### config.mk
export PLATFORM = sky130hd
export DESIGN_NAME = syn_check_sched
export DESIGN_NICKNAME = d
export VERILOG_FILES = /design/src/rtl/syn_check_sched.sv
export SDC_FILE = /design/constraint.sdc
export NUM_CORES = 1
export LEC_CHECK = 0
export BUFFER_PORTS_ARGS = -buffer_cell sky130_fd_sc_hd__clkbuf_2
export CAP_MARGIN = 30
export CORE_MARGIN = 1
export CORE_UTILIZATION = 44
export CTS_BUF_LIST = sky130_fd_sc_hd__clkbuf_16
export DETAILED_ROUTE_END_ITERATION = 10
export PLACE_DENSITY = 0.83
export SLEW_MARGIN = 20
export SYNTH_ARGS = -nofsm -noshare
export SYNTH_HDL_FRONTEND = slang
export SYNTH_SLANG_ARGS = --single-unit
export TNS_END_PERCENT = 30
### constraint.sdc
create_clock -name clk -period 2.8 [get_ports clk]
set_clock_uncertainty 0.1 [all_clocks]
set_input_delay 0.14 -clock clk [delete_from_list [all_inputs] [get_ports clk]]
set_output_delay 0.14 -clock clk [all_outputs]
set_load 0.005 [all_outputs]
### src/rtl/syn_check_sched.sv
// rtl/syn_check_sched.sv - round-robin scheduler in front of a shared (15,7) syndrome detector
//
// Accepts one codeword at a time from N_REQ requesters, drives it into an
// external combinational syndrome detector, and returns the captured syndrome,
// error flag and requester ID on a valid/ready response channel. A saturating
// error counter is kept per requester.
//
// Ports:
//   clk, rst_n           clock, asynchronous active-low reset
//   req_valid/req_ready  per-requester handshake (req_ready is one-hot, combinational)
//   req_code             packed codewords, requester i at [15i+14:15i]
//   det_code             codeword register driven to the detector input
//   det_s, det_error     detector syndrome and error flag
//   rsp_valid/rsp_ready  response handshake
//   rsp_id, rsp_syndrome, rsp_error   captured response fields
//   cnt_clr              synchronous clear of all error counters
//   err_cnt              packed counters, requester i at [CNT_W*i+CNT_W-1:CNT_W*i]

module syn_check_sched #(
  parameter  int N_REQ = 4,
  parameter  int CNT_W = 8,
  localparam int IDW   = (N_REQ > 1) ? $clog2(N_REQ) : 1
) (
  input  logic                     clk,
  input  logic                     rst_n,
  input  logic [N_REQ-1:0]         req_valid,
  input  logic [15*N_REQ-1:0]      req_code,
  output logic [N_REQ-1:0]         req_ready,
  output logic [14:0]              det_code,
  input  logic [14:0]              det_s,
  input  logic                     det_error,
  output logic                     rsp_valid,
  input  logic                     rsp_ready,
  output logic [IDW-1:0]           rsp_id,
  output logic [14:0]              rsp_syndrome,
  output logic                     rsp_error,
  input  logic                     cnt_clr,
  output logic [CNT_W*N_REQ-1:0]   err_cnt
);

  localparam logic [1:0] S_IDLE = 2'd0;
  localparam logic [1:0] S_EVAL = 2'd1;
  localparam logic [1:0] S_RESP = 2'd2;

  localparam logic [IDW:0] N_REQ_W = (IDW+1)'(N_REQ);

  logic [1:0]       state;
  logic [IDW-1:0]   ptr;
  logic [IDW-1:0]   id_reg;
  logic [14:0]      code_reg;
  logic [IDW-1:0]   gnt_id;
  logic             gnt_found;
  logic [IDW:0]     cand;
  logic [IDW:0]     id_inc;
  logic [IDW-1:0]   ptr_next;
  logic [14:0]      code_arr [N_REQ];
  logic [CNT_W-1:0] cnt      [N_REQ];

  genvar gi;
  generate
    for (gi = 0; gi < N_REQ; gi++) begin : g_unpack
      assign code_arr[gi]                   = req_code[15*gi +: 15];
      assign err_cnt[CNT_W*gi +: CNT_W]     = cnt[gi];
    end
  endgenerate

  // Round-robin search: offsets are walked from the far end back toward ptr
  // so the closest valid requester (lowest offset) is the last to overwrite.
  always_comb begin
    gnt_found = 1'b0;
    gnt_id    = '0;
    cand      = '0;
    for (int k = N_REQ - 1; k >= 0; k--) begin
      cand = {1'b0, ptr} + (IDW+1)'(k);
      if (cand >= N_REQ_W) begin
        cand = cand - N_REQ_W;
      end
      if (req_valid[cand[IDW-1:0]]) begin
        gnt_found = 1'b1;
        gnt_id    = cand[IDW-1:0];
      end
    end
  end

  // Gated with rst_n so nothing is offered while reset is held.
  always_comb begin
    req_ready = '0;
    if (rst_n && (state == S_IDLE) && gnt_found) begin
      req_ready[gnt_id] = 1'b1;
    end
  end

  assign id_inc   = {1'b0, id_reg} + (IDW+1)'(1);
  assign ptr_next = (id_inc == N_REQ_W) ? '0 : id_inc[IDW-1:0];

  assign det_code  = code_reg;
  assign rsp_valid = (state == S_RESP);
  assign rsp_id    = id_reg;

  always_ff @(posedge clk or negedge rst_n) begin
    if (!rst_n) begin
      state        <= S_IDLE;
      ptr          <= '0;
      id_reg       <= '0;
      code_reg     <= '0;
      rsp_syndrome <= '0;
      rsp_error    <= 1'b0;
    end else begin
      case (state)
        S_IDLE: begin
          if (gnt_found) begin
            code_reg <= code_arr[gnt_id];
            id_reg   <= gnt_id;
            state    <= S_EVAL;
          end
        end
        S_EVAL: begin
          // Detector is purely combinational off code_reg; sample its result here.
          rsp_syndrome <= det_s;
          rsp_error    <= det_error;
          state        <= S_RESP;
        end
        S_RESP: begin
          if (rsp_ready) begin
            ptr   <= ptr_next;
            state <= S_IDLE;
          end
        end
        default: state <= S_IDLE;
      endcase
    end
  end

  // Clear has priority over a coincident increment.
  always_ff @(posedge clk or negedge rst_n) begin
    if (!rst_n) begin
      for (int i = 0; i < N_REQ; i++) begin
        cnt[i] <= '0;
      end
    end else if (cnt_clr) begin
      for (int i = 0; i < N_REQ; i++) begin
        cnt[i] <= '0;
      end
    end else if ((state == S_EVAL) && det_error && (cnt[id_reg] != {CNT_W{1'b1}})) begin
      cnt[id_reg] <= cnt[id_reg] + CNT_W'(1);
    end
  end

endmodule

# Word-level counts from Yosys, hierarchy flattened
# Cells that the tools add are included.
# word_totals
reg_bits	69
latch_bits	0
ram_bits	0
mem_bits_ro	0
out_inout_bits	70
wordCells	89
memories	0
# op_classes
addsub	9
n_mul	0
n_div	0
order_cmp	13
n_eq_ne	6
shifts	0
n_mux	38
bitwise	2
n_reduce_logical	11
# ops
op	count
32-bit two-way mux	2
32-bit bitwise mux	1
15-bit binary-select mux with 2-bit select	1
15-bit two-way mux	2
8-bit two-way mux	3
2-bit two-way mux	11
8-bit binary-select mux with 2-bit select	1
8-bit demux with 2-bit select	1
3-bit greater-or-equal comparator (second input constant)	5
2-bit by 3-bit < comparator with 1-bit output (second input constant)	5
1-bit two-way mux	9
8-bit by 1-bit adder with 8-bit output (second input constant)	1
1-bit binary-select mux with 2-bit select	4
8-bit inequality test (second input constant)	1
2-bit by 1-bit subtractor with 2-bit output (second input constant)	4
2-bit by 1-bit adder with 3-bit output (second input constant)	2
2-bit by 2-bit adder with 3-bit output (second input constant)	2
1-bit logical AND	6
2-bit NOT with 3-bit output	2
2-bit case mux with 3 select lines	1
2-bit AND reduction	3
4-bit two-way mux	1
3-bit == test (second input constant)	1
2-bit by 3-bit greater-or-equal comparator with 1-bit output (second input constant)	1
9 further kinds	9

# Longest topological paths before layout
# depth
ltp_word	14
depth_mapped	8
mapped_depth_nobuf	6

# Worst setup path before layout
# Ideal clock, no wire load.
# synth_timing
kind	register to register
startpoint	register id_reg[0] (netlist: rsp_id[0])
endpoint	register cnt, in the netlist err_cnt[4]
setup_time_ps	121
arrival_time_ps	2265
required_time_ps	2579
setup_slack_ps	314
path_stages_with_launch	9
path_cell_list	dfrtp_1 -> buf_6 -> mux4_1 -> ha_1 -> and4_4 -> buf_6 -> a21oi_4 -> nor2_2 -> a22o_1
# synth_between
elab_chain_len	8
elab_cells_between_ends	16
# synth_lines
item	line	source
start: declaration	49	logic [IDW-1:0] id_reg;
start signal: assignment	113	id_reg <= gnt_id;
2-bit NOT with 3-bit output (implied by the code) *	144, 145	
8-bit binary-select mux with 2-bit select, or another cell as far along	144, 145	
8-bit two-way mux (implied by the code) or 1-bit logical AND (tied branches)	144, 145	
8-bit two-way mux, on equally long branches	144, 145	
8-bit by 1-bit adder with 8-bit output or 8-bit demux with 2-bit select (tied branches)	145	cnt[id_reg] <= cnt[id_reg] + CNT_W'(1);
32-bit bitwise mux	145	
32-bit two-way mux	144	end else if ((state == S_EVAL) && det_error && (cnt[id_reg] != {CNT_W{1'b1}})) begin
32-bit two-way mux	140	end else if (cnt_clr) begin
end signal: indexed assignment	145	
end: declaration	57	logic [CNT_W-1:0] cnt [N_REQ];
# Mark *: on every way between the ends. The rest lies on a longest branch, timed or not. The select of a mux whose other input is x is not followed.
# A chain may end at the register's enable or synchronous reset.

# Worst setup path after layout
# layout_timing
startpoint	register id_reg[0] (netlist: rsp_id[0])
endpoint	register cnt, in the netlist err_cnt[30]
# Same word-level chain as after synthesis.

==> run summary <==
The flow ran to the end, and the final reports show no timing, DRC or antenna violations. The worst supply voltage drop on vdd came out at between 0.3 and 0.4 mV. The count of flip-flops with a built-in enable after synthesis came out at 0.

The clock drives 69 sinks. The final routed DRC violation total is 0. Global routing finished with a remaining overflow of 0. The count of final hold-check violations came out at 0. The normalized max-slew margin came out at approximately half. Once layout is complete, the cells apart from fillers number about 610.

The floorplan step defined a core boundary enclosing just over 8000 um^2. The maximum number of pins on one net before global-route repair is 47. The total power of the final layout is roughly 4.4 mW. The measured slew at the worst slew-check pin is 735 ps.

Synthesis produced 342 cells. The average routed wire per standard cell came out at roughly 17 um. The number of distinct library cells after synthesis came out at 40. Using the TritonRoute via totals, the vias-per-cell ratio works out to roughly 5.6.

The leakage dissipation came out at 2.37 nW. The length of the first detailed-routing pass in iterations came out at 4. Ranked by instance count, the synthesized netlist is headed by sky130_fd_sc_hd__dfrtp_1 (69), sky130_fd_sc_hd__a211oi_1 (42), sky130_fd_sc_hd__nor2_1 (30), sky130_fd_sc_hd__nand2_1 (29), sky130_fd_sc_hd__clkbuf_1 (22). The synthesized design spends more area on one cell type than any other, namely sky130_fd_sc_hd__dfrtp_1.

Setup repair after global routing left no endpoint under its margin. The worst min-delay path category is in2reg. The filler cells instantiated in the layout total ~680.

The kind of start point of the critical path is a register. For this run, the leading register cell type out of synthesis is sky130_fd_sc_hd__dfrtp_1. In this run, synthesis produced a sequential element count of a little under 70. The worst reg2reg path startpoint is rsp_id[0]. The initial antenna violation count was 0. The Yosys step of the flow raised 0 warnings. The count of H-tree levels built during CTS is 3. The register area came out at 1730 um^2. The highest attainable clock frequency came out at 391 MHz. By area the synthesized netlist is led by sky130_fd_sc_hd__dfrtp_1 (46%), sky130_fd_sc_hd__a211oi_1 (8.4%), sky130_fd_sc_hd__mux2_2 (4.8%). The mean instance size in the synthesized netlist came out at 11.0 um^2. The share of synthesized area in the top cell type comes to 46.0%. After clock tree synthesis, the clock-pin slew on the worst setup and hold paths is ~50 ps. The relative area change from synthesis to final layout came out at 35.4%.

The via count of the first global-routing pass is 3420. The tool flagged a number of max-cap violations equal to 0. The final layout contains routed wiring with a total length of about 11000 um. By instance count, the leading cell after synthesis is sky130_fd_sc_hd__dfrtp_1.

The antenna cell count is 0. The HPWL reported at the end of detailed placement came out at approximately 7300 um. The count of antenna-violating nets left after detailed routing came out at 0. The area enclosed by the die boundary is around 8900 um^2. The worst path arrival time is between 2000 and 3000 ps.

The post-route fraction of the period consumed by the critical path is between 90 and 100%. The largest individual stage delay along the critical path comes from the cell sky130_fd_sc_hd__mux4_2. The final setup violation count came out at 0. The number of placement rows is 33. The longest individual stage delay on the worst path is 640 ps.

The quantity of I/O buffers inserted on ports came out at approximately 150. The first-pass GRT wire length is about 17000 um. In this run the power density over the cells is 868 nW/um^2. The setup slack at placement came out at roughly 150 ps. The layout net count is ~590. Summing all multi-input logic gate instances after layout gives around 1900 um^2. For the worst-skew pair, the clock arrives at the later sink with an insertion delay of 330 ps. The time the worst path needs with I/O delays and setup is ~2600 ps.

For the final routed database, the setup TNS stands at 0 ps. The maximum count of clock buffers along a single path came out at 2. The width of the die is between 90 and 100 um. Synthesis produced a netlist with a net count of 432. The worst path required time is around 2900 ps. Summing the sequential cell areas from Yosys gives between 40% and 50% of the chip area. Clock tree synthesis inserted a total of 9 buffers. The total count of max-transition violations in the final report came out at 0. TritonCTS built the clock tree.

The fraction of the core area covered by cells at the end of the flow is about 60%. The summed instance area of the synthesized netlist is between 3000 and 4000 um^2. The overall via count from detail_route is around 3500. The count of routing violations after the opening detailed-route iteration is around 150. Counting flops with an async set or reset pin after synthesis yields a share of 100%. The number of placed instances, taps included, is a little under 600. The worst setup path is captured at a register. The initial cell density of the core is 45.5%. The number of placed I/O pins is approximately 150.

In this run the most critical hold path is launched from det_error. Routability-driven placement finished with a final weighted congestion of around 0.83. In this run the worst path has a maximum fanout of 10. The critical path is of the reg2reg type. Across all setup checks in the final design, the least slack found is about 240 ps. The origin of the worst setup path is rsp_id[0]. The cell sitting at the root of the clock tree is a sky130_fd_sc_hd__clkbuf_16.

For this run, the total global-route usage over all layers was measured as between 20% and 30%. The share of final-layout standard cells stronger than drive strength 1 is between 40% and 50%. Measured along the y axis, the die boundary spans roughly 94 um. Traced cell by cell, the critical path runs through mux4_2, ha_1, and4_4, a21oi_4, nor2_1, a32o_1.
==> cells in the final DEF (no fill, tap or decap), types with 2 or more instances in the layout <==
cell                            netlist  routed
sky130_fd_sc_hd__mux2i_1             12      12
sky130_fd_sc_hd__nor4b_1             15      15
sky130_fd_sc_hd__nor2_1              30      29
sky130_fd_sc_hd__inv_1                4       5
sky130_fd_sc_hd__clkinv_4             0       3
sky130_fd_sc_hd__a211oi_1            42      42
sky130_fd_sc_hd__mux4_2               6       6
sky130_fd_sc_hd__nand2_1             29      29
sky130_fd_sc_hd__dlygate4sd3_1        0      17
sky130_fd_sc_hd__a22o_1               4       4
sky130_fd_sc_hd__clkbuf_16            0       9
sky130_fd_sc_hd__or3_1                2       2
sky130_fd_sc_hd__nand2b_1             6       6
sky130_fd_sc_hd__ha_1                 6       6
sky130_fd_sc_hd__buf_4                0       9
sky130_fd_sc_hd__o31ai_1             16      16
sky130_fd_sc_hd__a21oi_4              4       4
sky130_fd_sc_hd__a32o_1               4       4
sky130_fd_sc_hd__nand3_1              3       3
sky130_fd_sc_hd__xnor2_1              4       4
sky130_fd_sc_hd__mux2_2              16      16
sky130_fd_sc_hd__mux4_1               2       2
sky130_fd_sc_hd__xor2_1               2       2
sky130_fd_sc_hd__clkbuf_2             0     152
sky130_fd_sc_hd__dfrtp_1             69      68
sky130_fd_sc_hd__o31a_1              15      15
sky130_fd_sc_hd__nor2_2               1       2
sky130_fd_sc_hd__nor3_1               7       6
sky130_fd_sc_hd__o21ai_0              3       3
==> cell type report <==
| class | count | area share (%) |
|---|---|---|
| clock buffer | 9 | 4.43 |
| tap | 105 | 2.58 |
| sequential | 69 | 34.0 |
| multi-input combinational | 241 | 37.5 |
| clock inverter | 7 | 1.50 |
| inverter | 4 | 0.295 |
| timing repair buffer | 179 | 19.7 |
==> logic make-up after synthesis <==
family                     count (synthesis)  share of synthesized area, %
adders and majority gates                  6                          2.00
buffers and inverters                     32                          3.86
DFF                                       69                          46.0
muxes                                     36                          13.0
and+or+nand+nor                           99                          13.5
AOI/OAI and AO/OA                         94                          20.3
xor gates and xnor gates                   6                          1.40
==> registers in the layout, indices dropped and copies added, names as in the netlist <==
signal / count
err_cnt: 32
det_code: 15
rsp_syndrome: 15
ptr: 2
rsp_id: 2
state: 2
rsp_error: 1
==> where the power goes <==
group | leakage, nW | switching, mW | internal, mW
sequential | 0.889 | 0.229 | 1.30
combinational | 1.33 | 0.952 | 0.813
clock | 0.147 | 0.432 | 0.693
total | 2.37 | 1.61 | 2.80
==> timing repair <==
item / 4_1_cts / 5_1_grt
setup buffers: 0 / 0
hold buffers: 17 / 0
endpoints found under the setup margin: 0 / 1
gates resized for setup: 0 / 1
hold endpoints to repair: 39 / 0
==> worst max-delay path, delay by kind of cell, from the launching register on <==
family	cells	cell delay, ps
adders and majority gates	1	290
DFF	1	520
and+or+nand+nor	2	340
muxes	1	640
AOI/OAI and AO/OA	2	560
==> per-stage QoR <==
stage | cell area [um^2] | hold WS, ps
2_1_floorplan | 3760 | -256
3_3_place_gp | 4610 | 51.4
3_5_place_dp | 4610 | 57.4
4_1_cts | 5080 | 46.1
5_1_grt | 5090 | 63.6
6_report | 5090 | 49.4
==> layer usage <==
| layer | track usage (%) | routed length [um] | up-vias |
|---|---|---|---|
| li1 | - | - | 1629 |
| met3 | 5.39 | 593 | 22 |
| met5 | 0 | 0 | - |
| met2 | 41.7 | 5480 | 139 |
| met4 | 9.62 | 178 | 0 |
| met1 | 29.0 | 4290 | 1678 |
==> path summary, 6_finish.rpt <==
| check | to | slack, ps | cells past startpoint |
|---|---|---|---|
| worst max-delay path | err_cnt[30] | 240 | 6 |
| worst min-delay path | rsp_error | 50 | 3 |
| worst max register to register | err_cnt[30] | 240 | 6 |
| worst min register to register | rsp_error | 380 | 2 |
| max in group asynchronous | rsp_id[0] | 1370 | 3 |
| min in group asynchronous | rsp_syndrome[10] | 230 | 2 |
Note: power is estimated with default switching activity, not from simulation.
